## src/rtl/video_timing_gen.sv

```systemverilog
// video_timing_gen
//   Raster timing generator for the HDMI/VGA output path. A runtime-selectable
//   preset (640x480, 1024x768, 1920x1080) drives the h/v counters. Mode changes
//   are accepted by a small request FSM and take effect only at a frame
//   boundary, or immediately while the raster is disabled, so frames never tear.
// Ports
//   pixel_clock_i  : sole clock, rising edge
//   reset_i        : synchronous active-high reset
//   enable_i       : 1 = run raster, 0 = counters held at 0, outputs inactive
//   mode_sel_i     : requested preset, sampled with mode_load_i
//   mode_load_i    : one-cycle mode change request
//   mode_busy_o    : request accepted, waiting for the frame boundary
//   mode_err_o     : one-cycle pulse for a request with the reserved selector 3
//   cur_mode_o     : preset currently driving the timing
//   hsync_o/vsync_o: syncs, polarity from the preset
//   de_o, x_o, y_o : active-video flag and pixel coordinates (0 outside active)
//   line_start_o   : pulse on h=0
//   frame_start_o  : pulse on h=0, v=0
module video_timing_gen #(
   parameter int          CW           = 12,
   parameter logic [1:0]  DEFAULT_MODE = 2'd0
) (
   input  logic          pixel_clock_i,
   input  logic          reset_i,
   input  logic          enable_i,
   input  logic [1:0]    mode_sel_i,
   input  logic          mode_load_i,
   output logic          mode_busy_o,
   output logic          mode_err_o,
   output logic [1:0]    cur_mode_o,
   output logic          hsync_o,
   output logic          vsync_o,
   output logic          de_o,
   output logic [CW-1:0] x_o,
   output logic [CW-1:0] y_o,
   output logic          line_start_o,
   output logic          frame_start_o
);

   typedef struct packed {
      logic [CW-1:0] hslen, hbp, hres, hfp;
      logic [CW-1:0] vslen, vbp, vres, vfp;
      logic          pos;   // 1 = sync asserted high
   } timing_t;

   typedef enum logic {IDLE, PENDING} state_t;

   function automatic timing_t preset(input logic [1:0] m);
      timing_t t;
      case (m)
         2'd1: begin
            t.hslen = CW'(136); t.hbp = CW'(160); t.hres = CW'(1024); t.hfp = CW'(24);
            t.vslen = CW'(6);   t.vbp = CW'(29);  t.vres = CW'(768);  t.vfp = CW'(3);
            t.pos   = 1'b0;
         end
         2'd2: begin
            t.hslen = CW'(44);  t.hbp = CW'(148); t.hres = CW'(1920); t.hfp = CW'(88);
            t.vslen = CW'(5);   t.vbp = CW'(36);  t.vres = CW'(1080); t.vfp = CW'(4);
            t.pos   = 1'b1;
         end
         default: begin
            t.hslen = CW'(96);  t.hbp = CW'(48);  t.hres = CW'(640);  t.hfp = CW'(16);
            t.vslen = CW'(2);   t.vbp = CW'(33);  t.vres = CW'(480);  t.vfp = CW'(10);
            t.pos   = 1'b0;
         end
      endcase
      return t;
   endfunction

   state_t        state_q, state_d;
   logic [1:0]    cur_mode_q, cur_mode_d;
   logic [1:0]    lat_q, lat_d;
   logic [CW-1:0] h_q, h_d, v_q, v_d;
   logic          err_q, err_d;
   logic          hs_q, hs_d, vs_q, vs_d, de_q, de_d, ls_q, ls_d, fs_q, fs_d;
   logic [CW-1:0] x_q, x_d, y_q, y_d;

   timing_t       tm, def_t;
   logic [CW-1:0] htot_m1, vtot_m1, hstart, vstart;
   logic          last_pix, boundary, load_ok, h_act, v_act;
   logic [1:0]    sel_next;

   assign def_t = preset(DEFAULT_MODE);

   always_comb begin
      tm       = preset(cur_mode_q);
      htot_m1  = tm.hslen + tm.hbp + tm.hres + tm.hfp - CW'(1);
      vtot_m1  = tm.vslen + tm.vbp + tm.vres + tm.vfp - CW'(1);
      hstart   = tm.hslen + tm.hbp;
      vstart   = tm.vslen + tm.vbp;
      last_pix = (h_q == htot_m1) && (v_q == vtot_m1);
      // With the raster stopped every cycle counts as a frame boundary.
      boundary = !enable_i || last_pix;
      load_ok  = mode_load_i && (mode_sel_i != 2'd3);
      // A request arriving on the boundary cycle wins over the latched one.
      sel_next = load_ok ? mode_sel_i : lat_q;

      state_d    = state_q;
      lat_d      = lat_q;
      cur_mode_d = cur_mode_q;
      err_d      = mode_load_i && (mode_sel_i == 2'd3);

      case (state_q)
         IDLE: begin
            if (load_ok) begin
               lat_d = mode_sel_i;
               if (boundary) cur_mode_d = mode_sel_i;
               else          state_d    = PENDING;
            end
         end
         PENDING: begin
            lat_d = sel_next;
            if (boundary) begin
               cur_mode_d = sel_next;
               state_d    = IDLE;
            end
         end
         default: state_d = IDLE;
      endcase

      // Counters run on the current mode's totals; the new mode starts at 0,0.
      h_d = '0;
      v_d = '0;
      if (enable_i) begin
         if (h_q == htot_m1) begin
            h_d = '0;
            v_d = (v_q == vtot_m1) ? '0 : v_q + CW'(1);
         end else begin
            h_d = h_q + CW'(1);
            v_d = v_q;
         end
      end

      // Output stage: decode of the current counter state, registered below.
      h_act = (h_q >= hstart) && (h_q < hstart + tm.hres);
      v_act = (v_q >= vstart) && (v_q < vstart + tm.vres);
      de_d  = enable_i && h_act && v_act;
      x_d   = de_d ? h_q - hstart : '0;
      y_d   = de_d ? v_q - vstart : '0;
      // Active level equals the polarity bit, hence the XNOR.
      hs_d  = enable_i ? ((h_q < tm.hslen) ~^ tm.pos) : ~tm.pos;
      vs_d  = enable_i ? ((v_q < tm.vslen) ~^ tm.pos) : ~tm.pos;
      ls_d  = enable_i && (h_q == '0);
      fs_d  = ls_d && (v_q == '0);
   end

   always_ff @(posedge pixel_clock_i) begin
      if (reset_i) begin
         state_q    <= IDLE;
         cur_mode_q <= DEFAULT_MODE;
         lat_q      <= DEFAULT_MODE;
         h_q        <= '0;
         v_q        <= '0;
         err_q      <= 1'b0;
         hs_q       <= ~def_t.pos;
         vs_q       <= ~def_t.pos;
         de_q       <= 1'b0;
         x_q        <= '0;
         y_q        <= '0;
         ls_q       <= 1'b0;
         fs_q       <= 1'b0;
      end else begin
         state_q    <= state_d;
         cur_mode_q <= cur_mode_d;
         lat_q      <= lat_d;
         h_q        <= h_d;
         v_q        <= v_d;
         err_q      <= err_d;
         hs_q       <= hs_d;
         vs_q       <= vs_d;
         de_q       <= de_d;
         x_q        <= x_d;
         y_q        <= y_d;
         ls_q       <= ls_d;
         fs_q       <= fs_d;
      end
   end

   assign mode_busy_o   = (state_q == PENDING);
   assign mode_err_o    = err_q;
   assign cur_mode_o    = cur_mode_q;
   assign hsync_o       = hs_q;
   assign vsync_o       = vs_q;
   assign de_o          = de_q;
   assign x_o           = x_q;
   assign y_o           = y_q;
   assign line_start_o  = ls_q;
   assign frame_start_o = fs_q;

endmodule
```

## config.mk

```make
export PLATFORM = sky130hd
export DESIGN_NAME = video_timing_gen
export DESIGN_NICKNAME = d
export VERILOG_FILES = /design/src/rtl/video_timing_gen.sv
export SDC_FILE = /design/constraint.sdc
export NUM_CORES = 1
export LEC_CHECK = 0
export ABC_AREA = 1
export CELL_PAD_IN_SITES_DETAIL_PLACEMENT = 0
export CELL_PAD_IN_SITES_GLOBAL_PLACEMENT = 2
export CORE_AREA = 2 2 108 110
export CTS_BUF_LIST = sky130_fd_sc_hd__clkbuf_2 sky130_fd_sc_hd__clkbuf_4 sky130_fd_sc_hd__clkbuf_8
export CTS_CLUSTER_DIAMETER = 200
export DETAILED_ROUTE_END_ITERATION = 8
export DIE_AREA = 0 0 110 112
export HOLD_SLACK_MARGIN = 0.12
export PLACE_DENSITY_LB_ADDON = 0.1
export SYNTH_ARGS = -nofsm -noshare
export SYNTH_HDL_FRONTEND = slang
export SYNTH_SLANG_ARGS = --single-unit
```

## constraint.sdc

```tcl
create_clock -name pixel_clock_i -period 7.7 [get_ports pixel_clock_i]
set_input_delay 1.155 -clock pixel_clock_i [delete_from_list [all_inputs] [get_ports pixel_clock_i]]
set_output_delay 1.155 -clock pixel_clock_i [all_outputs]
set_load 0.005 [all_outputs]
```

==> flow_metrics.tcl <==
set metrics [dict create \
    status "completed" \
    cp.required_ns 7.99 \
    grt_pass1_wl_mm 18.1 \
    cts_buffers 9 \
    drt-initial-drc-count 202 \
    yosys.area.top_type "dfxtp_1" \
    setup_viol 0 \
    yosys_warnings 0 \
    hold_violations 0 \
    holdPathStages 1 \
    grt_pass1_vias 3456 \
    rsz0062_at_grt "false" \
    gr-usage-all-layers_pct 19.5 \
    maxSlewViolCount 0 \
    ys_ff_latch 59 \
    n_fill_cell 1192 \
    slew-limit-headroom_pct 51.3 \
    num_io_pins 39 \
    r2r_cells 16 \
    synthToLayoutAreaGrowth_pct 16.0 \
    critical_path.cell_chain "inv_1 -> ha_1 -> nand2_1 -> ha_1 -> fa_1 -> nor2_1 -> nor2_1 -> nand2_1 -> nand2_2 -> nand2_2 -> inv_2 -> nand2_1 -> nand4_1 -> nor2_2 -> nand2_4 -> nor2_1" \
    synth_edf_count 0 \
    cts_resized 0 \
    die-area_um2 12300 \
    rows 39 \
    fin_setup_tns_ns 0 \
    path_class "flop to flop" \
    critPathCaptureType "flop" \
    clock_sinks 59 \
    detail_route.wl_per_cell_um 15.1 \
    wl_met2_mm 4.80 \
    critPathMaxFanout 25 \
    start_kind "flop" \
    power.leakage_nw 2.12 \
    min_to "h_q[0]" \
    cap_violations 0 \
    worstPathArrival_ns 3.53 \
    powerDensity_nw_per_um2 145 \
    syn_area_um2 4050 \
    post-route-drc-count 0 \
    syn_avg_cell_area_um2 7.42 \
    insertion_delay_ns 0.37 \
    max_freq_mhz 309 \
    root_buffer "clkbuf_8" \
    routed.top_layer "met4" \
    finalWirelength_mm 11.1 \
    dp_hpwl_mm 8.55 \
    synth.distinct_cells 43 \
    synth_cells 546 \
    die_h_um 112 \
    htreeDepth 3 \
    drtPass1Iterations 4 \
    place_area_um2 4520 \
    post_cts_buffers 0 \
    core-area_um2 11200 \
    gp_congestion 0.845 \
    cpPeakStageDelay_ns 0.53 \
    hold_path.class "flop to flop" \
    slowest_stage "ha_1" \
    final_nets 630 \
    synth_top_area_share_pct 29.1 \
    r2r-end "x_o[0]" \
    synth_ff_type "dfxtp_1" \
    ys_seq_area_share_pct 29.1 \
    vias 3520 \
    r2r_start "cur_mode_o[1]" \
    fin_skew_ns 0.0123 \
    postRouteAntennaNets 0 \
    layout_worst_path_cycle_share_pct 42.1 \
    grt_max_degree 26 \
    met1_length_mm 5.71 \
    vdd_drop_max_uv 84.4 \
    wl_met3_um 416 \
    port-buffer-count 38 \
    grt_overflow 0 \
    worst_pin_slew_ns 0.720 \
    period_needed_ns 3.24 \
    stdcell_count 732 \
    synth_top_cells_by_count "nand2_1 (110), nor2_1 (66), inv_1 (60)" \
    yosysMostFrequentCell "nand2_1" \
    r2r_slack_ns 4.46 \
    antenna_found_initial 0 \
    cts-hold-fix-buffers 0 \
    cts.path.max_buffers 2 \
    drive_gt1_share_pct 11.2 \
    clk_pin_slew_ns 0.08 \
    die_w_um 110 \
    synth_area_leaders "dfxtp_1 (29%), ha_1 (12%), nand2_1 (10%)" \
    final_area_um2 4700 \
    start_util_pct 36.3 \
    cts_tree "done" \
    ys_async_sr_fraction_pct 0 \
    antenna_cells 0 \
    drt-vias-per-instance 4.81 \
    dp_cells 716 \
    hold_path.startpoint "h_q[0]" \
]
## how the worst max path moves through the flow
stage	depth (start not counted)	endpoint	from
4_1_cts	17	y_o[10]	cur_mode_o[1]
5_1_grt	17	y_o[10]	cur_mode_o[1]
3_3_place_gp	17	x_o[3]	cur_mode_o[1]
6_report	16	x_o[0]	cur_mode_o[1]
3_5_place_dp	17	x_o[2]	cur_mode_o[1]
2_1_floorplan	18	x_o[9]	cur_mode_o[0]
## per-layer routing
| layer | track usage (%) | vias up |
|---|---|---|
| met4 | 7.51 | 0 |
| met5 | 0 | - |
| met1 | 28.2 | 1627 |
| met3 | 4.80 | 11 |
| li1 | - | 1820 |
| met2 | 27.7 | 62 |
## power breakdown
part / leakage (nW) / internal, mW / switching (mW)
logic: 1.56 / 0.0335 / 0.0606
registers: 0.477 / 0.309 / 0.00207
clock network: 0.0880 / 0.135 / 0.142
total: 2.12 / 0.477 / 0.205
## logic make-up after synthesis
family | after synthesis | synth area share (%)
AO/OA/AOI/OAI | 45 | 6.20
multiplexers | 2 | 0.494
adder cells (fa/ha/maj) | 40 | 12.5
buffers and inverters | 83 | 9.14
other | 1 | 0.0925
flip-flops | 59 | 29.1
XOR/XNOR | 38 | 8.21
AND/OR/NAND/NOR | 278 | 34.2
## cells in the final DEF, fill, tap and decap left out, types with 11 or more instances in the layout
master | Yosys | final
inv_1 | 60 | 60
nand2_1 | 110 | 110
ha_1 | 39 | 39
dfxtp_1 | 59 | 59
nor2_1 | 66 | 66
a21oi_1 | 23 | 23
xor2_1 | 31 | 31
nor2_4 | 20 | 20
clkdlybuf4s50_1 | 0 | 38
nand3_1 | 31 | 31
clkbuf_8 | 0 | 11
nand4_1 | 15 | 15
## flip-flops by register name, summed over array words and instances (netlist names)
signal,count
cur_mode_o,2
de_o,1
frame_start_o,1
h_q,12
hsync_o,1
lat_q,2
line_start_o,1
mode_busy_o,1
mode_err_o,1
v_q,12
vsync_o,1
x_o,12
y_o,12
## final cells by class
class | count | area, um^2 | share of cell area [%]
clock buffer | 11 | 151 | 3.22
clock inverter | 5 | 36.3 | 0.771
inverter | 71 | 269 | 5.72
multi-input combinational | 405 | 2510 | 53.3
sequential | 59 | 1180 | 25.1
tap | 143 | 179 | 3.80
timing repair buffer | 38 | 380 | 8.09
## worst max-delay path: cells and delay by family, from the launching register on
family / cells / cell delay [ns]
buffers and inverters: 2 / 0.15
AND/OR/NAND/NOR: 11 / 1.43
flip-flops: 1 / 0.35
adder cells (fa/ha/maj): 3 / 1.22
## per-stage QoR
| step | power, mW | setup WS, ns | util [%] | hold WS, ns |
|---|---|---|---|---|
| 6_report | 0.682 | 4.46 | 42.1 | 0.456 |
| 2_1_floorplan | 0.386 | 5.21 | - | 0.417 |
| 3_3_place_gp | 0.413 | 4.46 | 40.4 | 0.430 |
| 3_5_place_dp | 0.412 | 4.45 | 40.4 | 0.445 |
| 4_1_cts | 0.693 | 4.45 | 42.1 | 0.461 |
| 5_1_grt | 0.720 | 4.18 | 42.1 | 0.501 |
No activity file was read; power rests on OpenSTA's default activity.
